$ cat config.mk
export PLATFORM = sky130hd
export DESIGN_NAME = mem_block_arbiter
export DESIGN_NICKNAME = d
export VERILOG_FILES = /design/src/rtl/mem_block_arbiter.sv
export SDC_FILE = /design/constraint.sdc
export NUM_CORES = 1
export LEC_CHECK = 0
export CELL_PAD_IN_SITES_DETAIL_PLACEMENT = 1
export CELL_PAD_IN_SITES_GLOBAL_PLACEMENT = 1
export CORE_AREA = 2 2 539 541
export DETAILED_ROUTE_END_ITERATION = 10
export DIE_AREA = 0 0 541 543
export GPL_TIMING_DRIVEN = 0
export PLACE_DENSITY = 0.42
export SETUP_SLACK_MARGIN = 0.02
export SLEW_MARGIN = 20
export SYNTH_ARGS = -nofsm -noshare
export SYNTH_HDL_FRONTEND = slang
export SYNTH_SLANG_ARGS = --single-unit
$ cat constraint.sdc
create_clock -name clk -period 3 [get_ports clk]
set_input_delay 0.45 -clock clk [delete_from_list [all_inputs] [get_ports clk]]
set_output_delay 0.45 -clock clk [all_outputs]
set_load 0.1 [all_outputs]
$ cat src/rtl/mem_block_arbiter.sv
// Purpose: arbitrates I-cache and D-cache block transfers onto one block memory port; `ROUND_ROBIN_EN alternates priority, otherwise D-cache wins.
// Latency: the strobe rises the cycle after the grant edge, and done pulses the cycle after mem valid or timeout; one RELEASE cycle follows.
// Backpressure: a requester that loses, or arrives while busy, keeps its level request high and is served from IDLE; no request is dropped.
module mem_block_arbiter #(
    parameter logic [15:0] TIMEOUT_CYCLES = 16'd1024
) (
    input  logic         clk,
    input  logic         rst_n,
    input  logic         i_req_i,
    input  logic [31:0]  i_addr_i,
    output logic [255:0] i_rdata_o,
    output logic         i_done_o,
    input  logic         d_req_i,
    input  logic         d_we_i,
    input  logic [31:0]  d_addr_i,
    input  logic [255:0] d_wdata_i,
    output logic [255:0] d_rdata_o,
    output logic         d_done_o,
    output logic [31:0]  mem_addr_o,
    output logic         mem_blk_read_o,
    output logic         mem_blk_write_o,
    output logic [255:0] mem_wdata_o,
    input  logic [255:0] mem_rdata_i,
    input  logic         mem_read_valid_i,
    input  logic         mem_write_valid_i,
    output logic         xfer_err_o,
    output logic         busy_o
);

    typedef enum logic [2:0] {
        ST_IDLE    = 3'd0,
        ST_BUSY_I  = 3'd1,
        ST_BUSY_DR = 3'd2,
        ST_BUSY_DW = 3'd3,
        ST_RELEASE = 3'd4
    } state_t;

    state_t         state_q, state_d;
    logic [31:0]    addr_q, addr_d;
    logic [255:0]   wdata_q, wdata_d;
    logic [255:0]   i_rdata_q, i_rdata_d;
    logic [255:0]   d_rdata_q, d_rdata_d;
    logic           rd_q, rd_d;
    logic           wr_q, wr_d;
    logic           i_done_q, i_done_d;
    logic           d_done_q, d_done_d;
    logic           err_q, err_d;
    logic           busy_q, busy_d;
    logic [15:0]    cnt_q, cnt_d;
    logic [15:0]    cnt_inc;
    logic           timeout_hit;
    logic           pick_dcache;

`ifdef ROUND_ROBIN_EN
    // Remembers which requester was granted last; 0 means I-cache, so D-cache wins the first tie.
    logic           last_d_q, last_d_d;
    assign pick_dcache = d_req_i && (!i_req_i || !last_d_q);
`else
    assign pick_dcache = d_req_i;
`endif

    assign cnt_inc     = cnt_q + 16'd1;
    // The current BUSY cycle is the TIMEOUT_CYCLES-th one; a valid in that same cycle still wins.
    assign timeout_hit = (TIMEOUT_CYCLES != 16'd0) && (cnt_inc == TIMEOUT_CYCLES);

    always_comb begin
        state_d   = state_q;
        addr_d    = addr_q;
        wdata_d   = wdata_q;
        i_rdata_d = i_rdata_q;
        d_rdata_d = d_rdata_q;
        rd_d      = rd_q;
        wr_d      = wr_q;
        cnt_d     = cnt_q;
        i_done_d  = 1'b0;
        d_done_d  = 1'b0;
        err_d     = 1'b0;
`ifdef ROUND_ROBIN_EN
        last_d_d  = last_d_q;
`endif
        case (state_q)
            ST_IDLE: begin
                if (pick_dcache) begin
                    addr_d  = d_addr_i;
                    wdata_d = d_wdata_i;
                    cnt_d   = 16'd0;
                    if (d_we_i) begin
                        state_d = ST_BUSY_DW;
                        wr_d    = 1'b1;
                    end else begin
                        state_d = ST_BUSY_DR;
                        rd_d    = 1'b1;
                    end
`ifdef ROUND_ROBIN_EN
                    last_d_d = 1'b1;
`endif
                end else if (i_req_i) begin
                    addr_d  = i_addr_i;
                    cnt_d   = 16'd0;
                    state_d = ST_BUSY_I;
                    rd_d    = 1'b1;
`ifdef ROUND_ROBIN_EN
                    last_d_d = 1'b0;
`endif
                end
            end
            ST_BUSY_I, ST_BUSY_DR: begin
                if (mem_read_valid_i) begin
                    if (state_q == ST_BUSY_I) begin
                        i_rdata_d = mem_rdata_i;
                        i_done_d  = 1'b1;
                    end else begin
                        d_rdata_d = mem_rdata_i;
                        d_done_d  = 1'b1;
                    end
                    rd_d    = 1'b0;
                    state_d = ST_RELEASE;
                end else if (timeout_hit) begin
                    i_done_d = (state_q == ST_BUSY_I);
                    d_done_d = (state_q == ST_BUSY_DR);
                    err_d    = 1'b1;
                    rd_d     = 1'b0;
                    state_d  = ST_RELEASE;
                end else begin
                    cnt_d = cnt_inc;
                end
            end
            ST_BUSY_DW: begin
                if (mem_write_valid_i) begin
                    d_done_d = 1'b1;
                    wr_d     = 1'b0;
                    state_d  = ST_RELEASE;
                end else if (timeout_hit) begin
                    d_done_d = 1'b1;
                    err_d    = 1'b1;
                    wr_d     = 1'b0;
                    state_d  = ST_RELEASE;
                end else begin
                    cnt_d = cnt_inc;
                end
            end
            ST_RELEASE: begin
                state_d = ST_IDLE;
            end
            default: begin
                state_d = ST_IDLE;
                rd_d    = 1'b0;
                wr_d    = 1'b0;
            end
        endcase
        busy_d = (state_d != ST_IDLE);
    end

    always_ff @(posedge clk or negedge rst_n) begin
        if (!rst_n) begin
            state_q   <= ST_IDLE;
            addr_q    <= 32'd0;
            wdata_q   <= 256'd0;
            i_rdata_q <= 256'd0;
            d_rdata_q <= 256'd0;
            rd_q      <= 1'b0;
            wr_q      <= 1'b0;
            i_done_q  <= 1'b0;
            d_done_q  <= 1'b0;
            err_q     <= 1'b0;
            busy_q    <= 1'b0;
            cnt_q     <= 16'd0;
`ifdef ROUND_ROBIN_EN
            last_d_q  <= 1'b0;
`endif
        end else begin
            state_q   <= state_d;
            addr_q    <= addr_d;
            wdata_q   <= wdata_d;
            i_rdata_q <= i_rdata_d;
            d_rdata_q <= d_rdata_d;
            rd_q      <= rd_d;
            wr_q      <= wr_d;
            i_done_q  <= i_done_d;
            d_done_q  <= d_done_d;
            err_q     <= err_d;
            busy_q    <= busy_d;
            cnt_q     <= cnt_d;
`ifdef ROUND_ROBIN_EN
            last_d_q  <= last_d_d;
`endif
        end
    end

    assign i_rdata_o       = i_rdata_q;
    assign i_done_o        = i_done_q;
    assign d_rdata_o       = d_rdata_q;
    assign d_done_o        = d_done_q;
    assign mem_addr_o      = addr_q;
    assign mem_wdata_o     = wdata_q;
    assign mem_blk_read_o  = rd_q;
    assign mem_blk_write_o = wr_q;
    assign xfer_err_o      = err_q;
    assign busy_o          = busy_q;

endmodule

# == Yosys cells after proc, flatten, opt, wreduce, memory -nomap -nowiden ==
# Index checks and enable logic that the tools add are counted.
# classes
addsub,1
n_bitwise,3
n_reduce_logical,14
eq_ne,13
n_mux,38
# ops
operator,count
$mux W16,5
$mux W32,2
$pmux W16 S3,1
$mux W1,20
$add A16 B1 Y16 const B,1
$eq A16 B11 Y1 const B,1
$mux W3,5
$ne A3 B3 Y1 const B,4
$reduce_and A4 Y1,3
$pmux W3 S3,1
$ne A2 B2 Y1 const B,4
$eq A3 B2 Y1 const B,2
$pmux W1 S3,2
$reduce_and A3 Y1,2
$reduce_bool A3 Y1,2
$pmux W1 S2,2
$reduce_and A2 Y1,2
$reduce_or A2 Y1,2
$eq A3 B1 Y1 const B,1
$eq A3 B3 Y1 const B,1
$logic_not A3 Y1,1
$not A1 Y1,3
$reduce_or A3 Y1,1
$reduce_bool A2 Y1,1
# totals
out_inout_bits,806
register_bits,825
inputBits,583

# == Longest topological paths before layout ==
# depth
depth_word,6
depth_mapped,9
depth_no_buf,8

# == Worst setup path before layout ==
# OpenSTA, ideal clock, no wires.
# synth_timing
path_kind,reg-to-reg
start,register cnt_q[0]
end,register cnt_q[7]
n_path_buf,1
required_time_ns,2.874
setup_ns,0.126
arrival_ns,2.141
period_less_slack_ns,2.267
stages_incl_launch_ff,9
slack_ns,0.733
cell_sequence,dfrtp_1 -> ha_1 -> nand3_2 -> nor3_4 -> mux2_2 -> nand4_1 -> o21ai_1 -> buf_2 -> a311o_1
# synth_between
elab_chain_len,5
word_cells_on_any_way,6
# synth_rtl
element,line,text
from (decl),49,"logic [15:0] cnt_q, cnt_d;"
from (signal assigned),183,cnt_q <= cnt_d;
$add A16 B1 Y16 (*),62,assign cnt_inc = cnt_q + 16'd1;
$eq A16 B11 Y1,64,assign timeout_hit = (TIMEOUT_CYCLES != 16'd0) && (cnt_inc == TIMEOUT_CYCLES);
$mux W16 (*),"118, 133",
$mux W16 (on tied branches),"129, 108",
$pmux W16 S3 (*),81,case (state_q)
# Every way passes the cells marked *; elsewhere a longest branch is shown, timed or not. The select of a mux whose other input is x is not followed.
# A chain may end at the register's enable or synchronous reset.

# == Worst setup path in the final report ==
# layout_timing
start,"register wdata_q[209], in the netlist mem_wdata_o[209]"
end,output port mem_wdata_o[209]
# layout_lines
element,line,text
from (decl),40,"logic [255:0] wdata_q, wdata_d;"
from (signal assigned),174,wdata_q <= wdata_d;
to (decl),22,"output logic [255:0] mem_wdata_o,"
# No word-level cell between the ends.

==> out/results.tsv <==
metric	value	unit
Buffers on Ports	1387	
Worst Path Required	2550	ps
Startpoint Class	register	
Final Critical Period	2910	ps
Slew @ Worst Pin	1200	ps
Worst Hold Slack	217	ps
slowest CP cell	clkdlybuf4s50_1	
final WL	199	mm
Reg clk slew, reported paths	60	ps
Routed Antenna Nets	0	
CP Data Arrival Time	2460	ps
crit path kind	register to primary output	
CP cell instances	clkdlybuf4s50_1	
Mapped Cells	1946	
family with the most delay on the worst path	buffers and inverters	
Final setup viols	0	
Root Buffer	clkbuf_16	
Pins Over Slew Limit	0	
die width	541	um
routed len/inst	27.1	um
routability cong.	0.861	
Synthesis Warnings	0	
non-filler cells, final	7366	
DP Worst Slack	-1450	ps
Nets	4041	
Detail Placement HPWL	166	mm
sequential share of the synthesized area	0.659	
Buffers & Inverters on Critical Path	1	
Synth-to-Final Area Change	71.5	%
Top FF cell, synth	dfrtp_1	
largest family of logic cells by synthesized area	multiplexers	
All-Layer GR Usage	0.131	
top post-synthesis cells by area	dfrtp_1 (66%), mux2_2 (28%), mux2i_1 (1.2%)	
slew margin rel.	0.194	
gr ovfl total	0	
Synth Area in XOR/XNOR	0.00140	
Worst-Skew Late Latency	840	ps
Max-Cap Viols	0	
global-route wire length before repair	258	mm
Fin. Hold Viols	0	
Placed Area	49900	um2
Initial Utilization	0.109	
Critical Path Fanout Max	2	
most instantiated library cell after synthesis	dfrtp_1	
Via density	3.24	
DR DRC count	0	
RSZ-0062 raised after global routing	false	
Mean Syn Cell Area	16.1	um2
Seq cells post-synth	825	
Synth cell types	47	
Worst path max stage delay	1200	ps
final worst setup slack	89.4	ps
Clock Sinks	825	
mux contribution to synthesized area	0.288	
synthesized area	31300	um2
via count	23881	
Post-synth top cells	dfrtp_1 (825), mux2_2 (769), clkbuf_1 (53)	
area leader, netlist	dfrtp_1	
die area	294000	um2
EDFF count, synth	0	
drt pass-1 iters	5	
DP Cell Count	7122	
Core Rows	197	
CTS max path bufs	4	
Die Ht	543	um
synthesized-area fraction occupied by ao, oa, aoi and oai cells	0.0153	
largest net degree at the start of global routing	132	
crit share post-route	0.970	
f_max	344	MHz
CTS H-tree depth	3	
# IOs	1389	
initial antenna violation count	146	
Clock Skew	77.8	ps
synthesized-area fraction occupied by adder cells	0.000400	
Critical Path End Type	primary output	
CTS buffer count	111	
Synth top area share	0.659	
vias in the first global route	25754	
First DRT Iteration DRCs	1016	
Post-Syn Nets	2530	
core area	287000	um2
TritonCTS clock tree	done	
HP Class	primary input to register	
post-route cell area	53700	um2
Simple-Gate Fraction of Synth Area	0.0186	
status	finished clean	
fraction of registers with async set/reset	1.00	
share of layout cells above drive strength 1	0.307	
-- layout by cell type, fill, tap and decap left out, drive strengths merged, types with 14 or more instances in the layout --
cell           count
nor2              14
buf              114
dlygate4sd2       85
clkbuf           226
mux2i             37
nand2             45
mux2             769
o21ai             43
dfrtp            825
clkdlybuf4s50   1250
diode             45
-- registers in the layout (all words and copies together) (netlist names) --
name	cells
mem_blk_write_o	1
i_rdata_o	256
d_done_o	1
mem_wdata_o	256
i_done_o	1
busy_o	1
xfer_err_o	1
cnt_q	16
mem_blk_read_o	1
state_q	3
mem_addr_o	32
d_rdata_o	256
-- per-stage QoR --
stage,TNS (ps),utilization
after floorplan,0,-
after global placement,-,0.174
after global routing,0,0.186
after CTS,0,0.186
after detailed placement,-678110,0.174
final,0,0.187
-- layout make-up --
| type | instances | area [um2] |
|---|---|---|
| diodes | 45 | 113 |
| inverters | 11 | 41.3 |
| repair buffers | 1400 | 13900 |
| flip-flops and latches | 825 | 20600 |
| clock buffers | 172 | 3250 |
| fillers | 32047 | 234000 |
| clock inverters | 24 | 337 |
| well taps | 3781 | 4730 |
| plain buffers | 106 | 542 |
| multi-input cells | 1002 | 10200 |
-- kinds of logic (layout without fill, tap and decap cells) --
group / count (synthesis) / after routing
adders and majority gates: 1 / 1
and+or+nand+nor: 112 / 112
DFF: 825 / 825
xor gates and xnor gates: 5 / 5
buffers and inverters: 119 / 1713
muxes: 806 / 806
other: 0 / 45
AOI/OAI and AO/OA: 78 / 78
-- routing by layer --
metal / routed length, um / vias up / global-route usage
li1: - / 10023 / -
met1: 73600 / 12173 / 0.144
met2: 90300 / 1255 / 0.208
met3: 29700 / 320 / 0.0860
met4: 5050 / 110 / 0.0326
met5: 690 / - / 0
-- path summary, 6_finish.rpt --
check                           slack, ps  cells past startpoint                          from                     endpoint
max in group asynchronous             500                      6                         rst_n   i_rdata_o[240]$_DFFE_PN0P_
worst min-delay path                  220                      2                 d_wdata_i[76]  mem_wdata_o[76]$_DFFE_PN0P_
worst min register to register        480                      2     mem_addr_o[6]$_DFFE_PN0P_    mem_addr_o[6]$_DFFE_PN0P_
worst max-delay path                   90                      1  mem_wdata_o[209]$_DFFE_PN0P_             mem_wdata_o[209]
min in group asynchronous             370                      3                         rst_n  mem_wdata_o[73]$_DFFE_PN0P_
worst max register to register        180                      5          state_q[0]$_DFF_PN0_   i_rdata_o[124]$_DFFE_PN0P_
-- timing repair --
action / in CTS / in global routing
setup buffers: 0 / 1
resized for setup: 125 / 12
setup endpoints to repair: 832 / 201
hold buffers: 2 / 0
hold endpoints to repair: 89 / 0
gates cloned: 0 / 2
pin swaps: 1 / 1
Power is not shown: default switching activity piles up to over one toggle a cycle in this logic, so the estimate is an artifact.
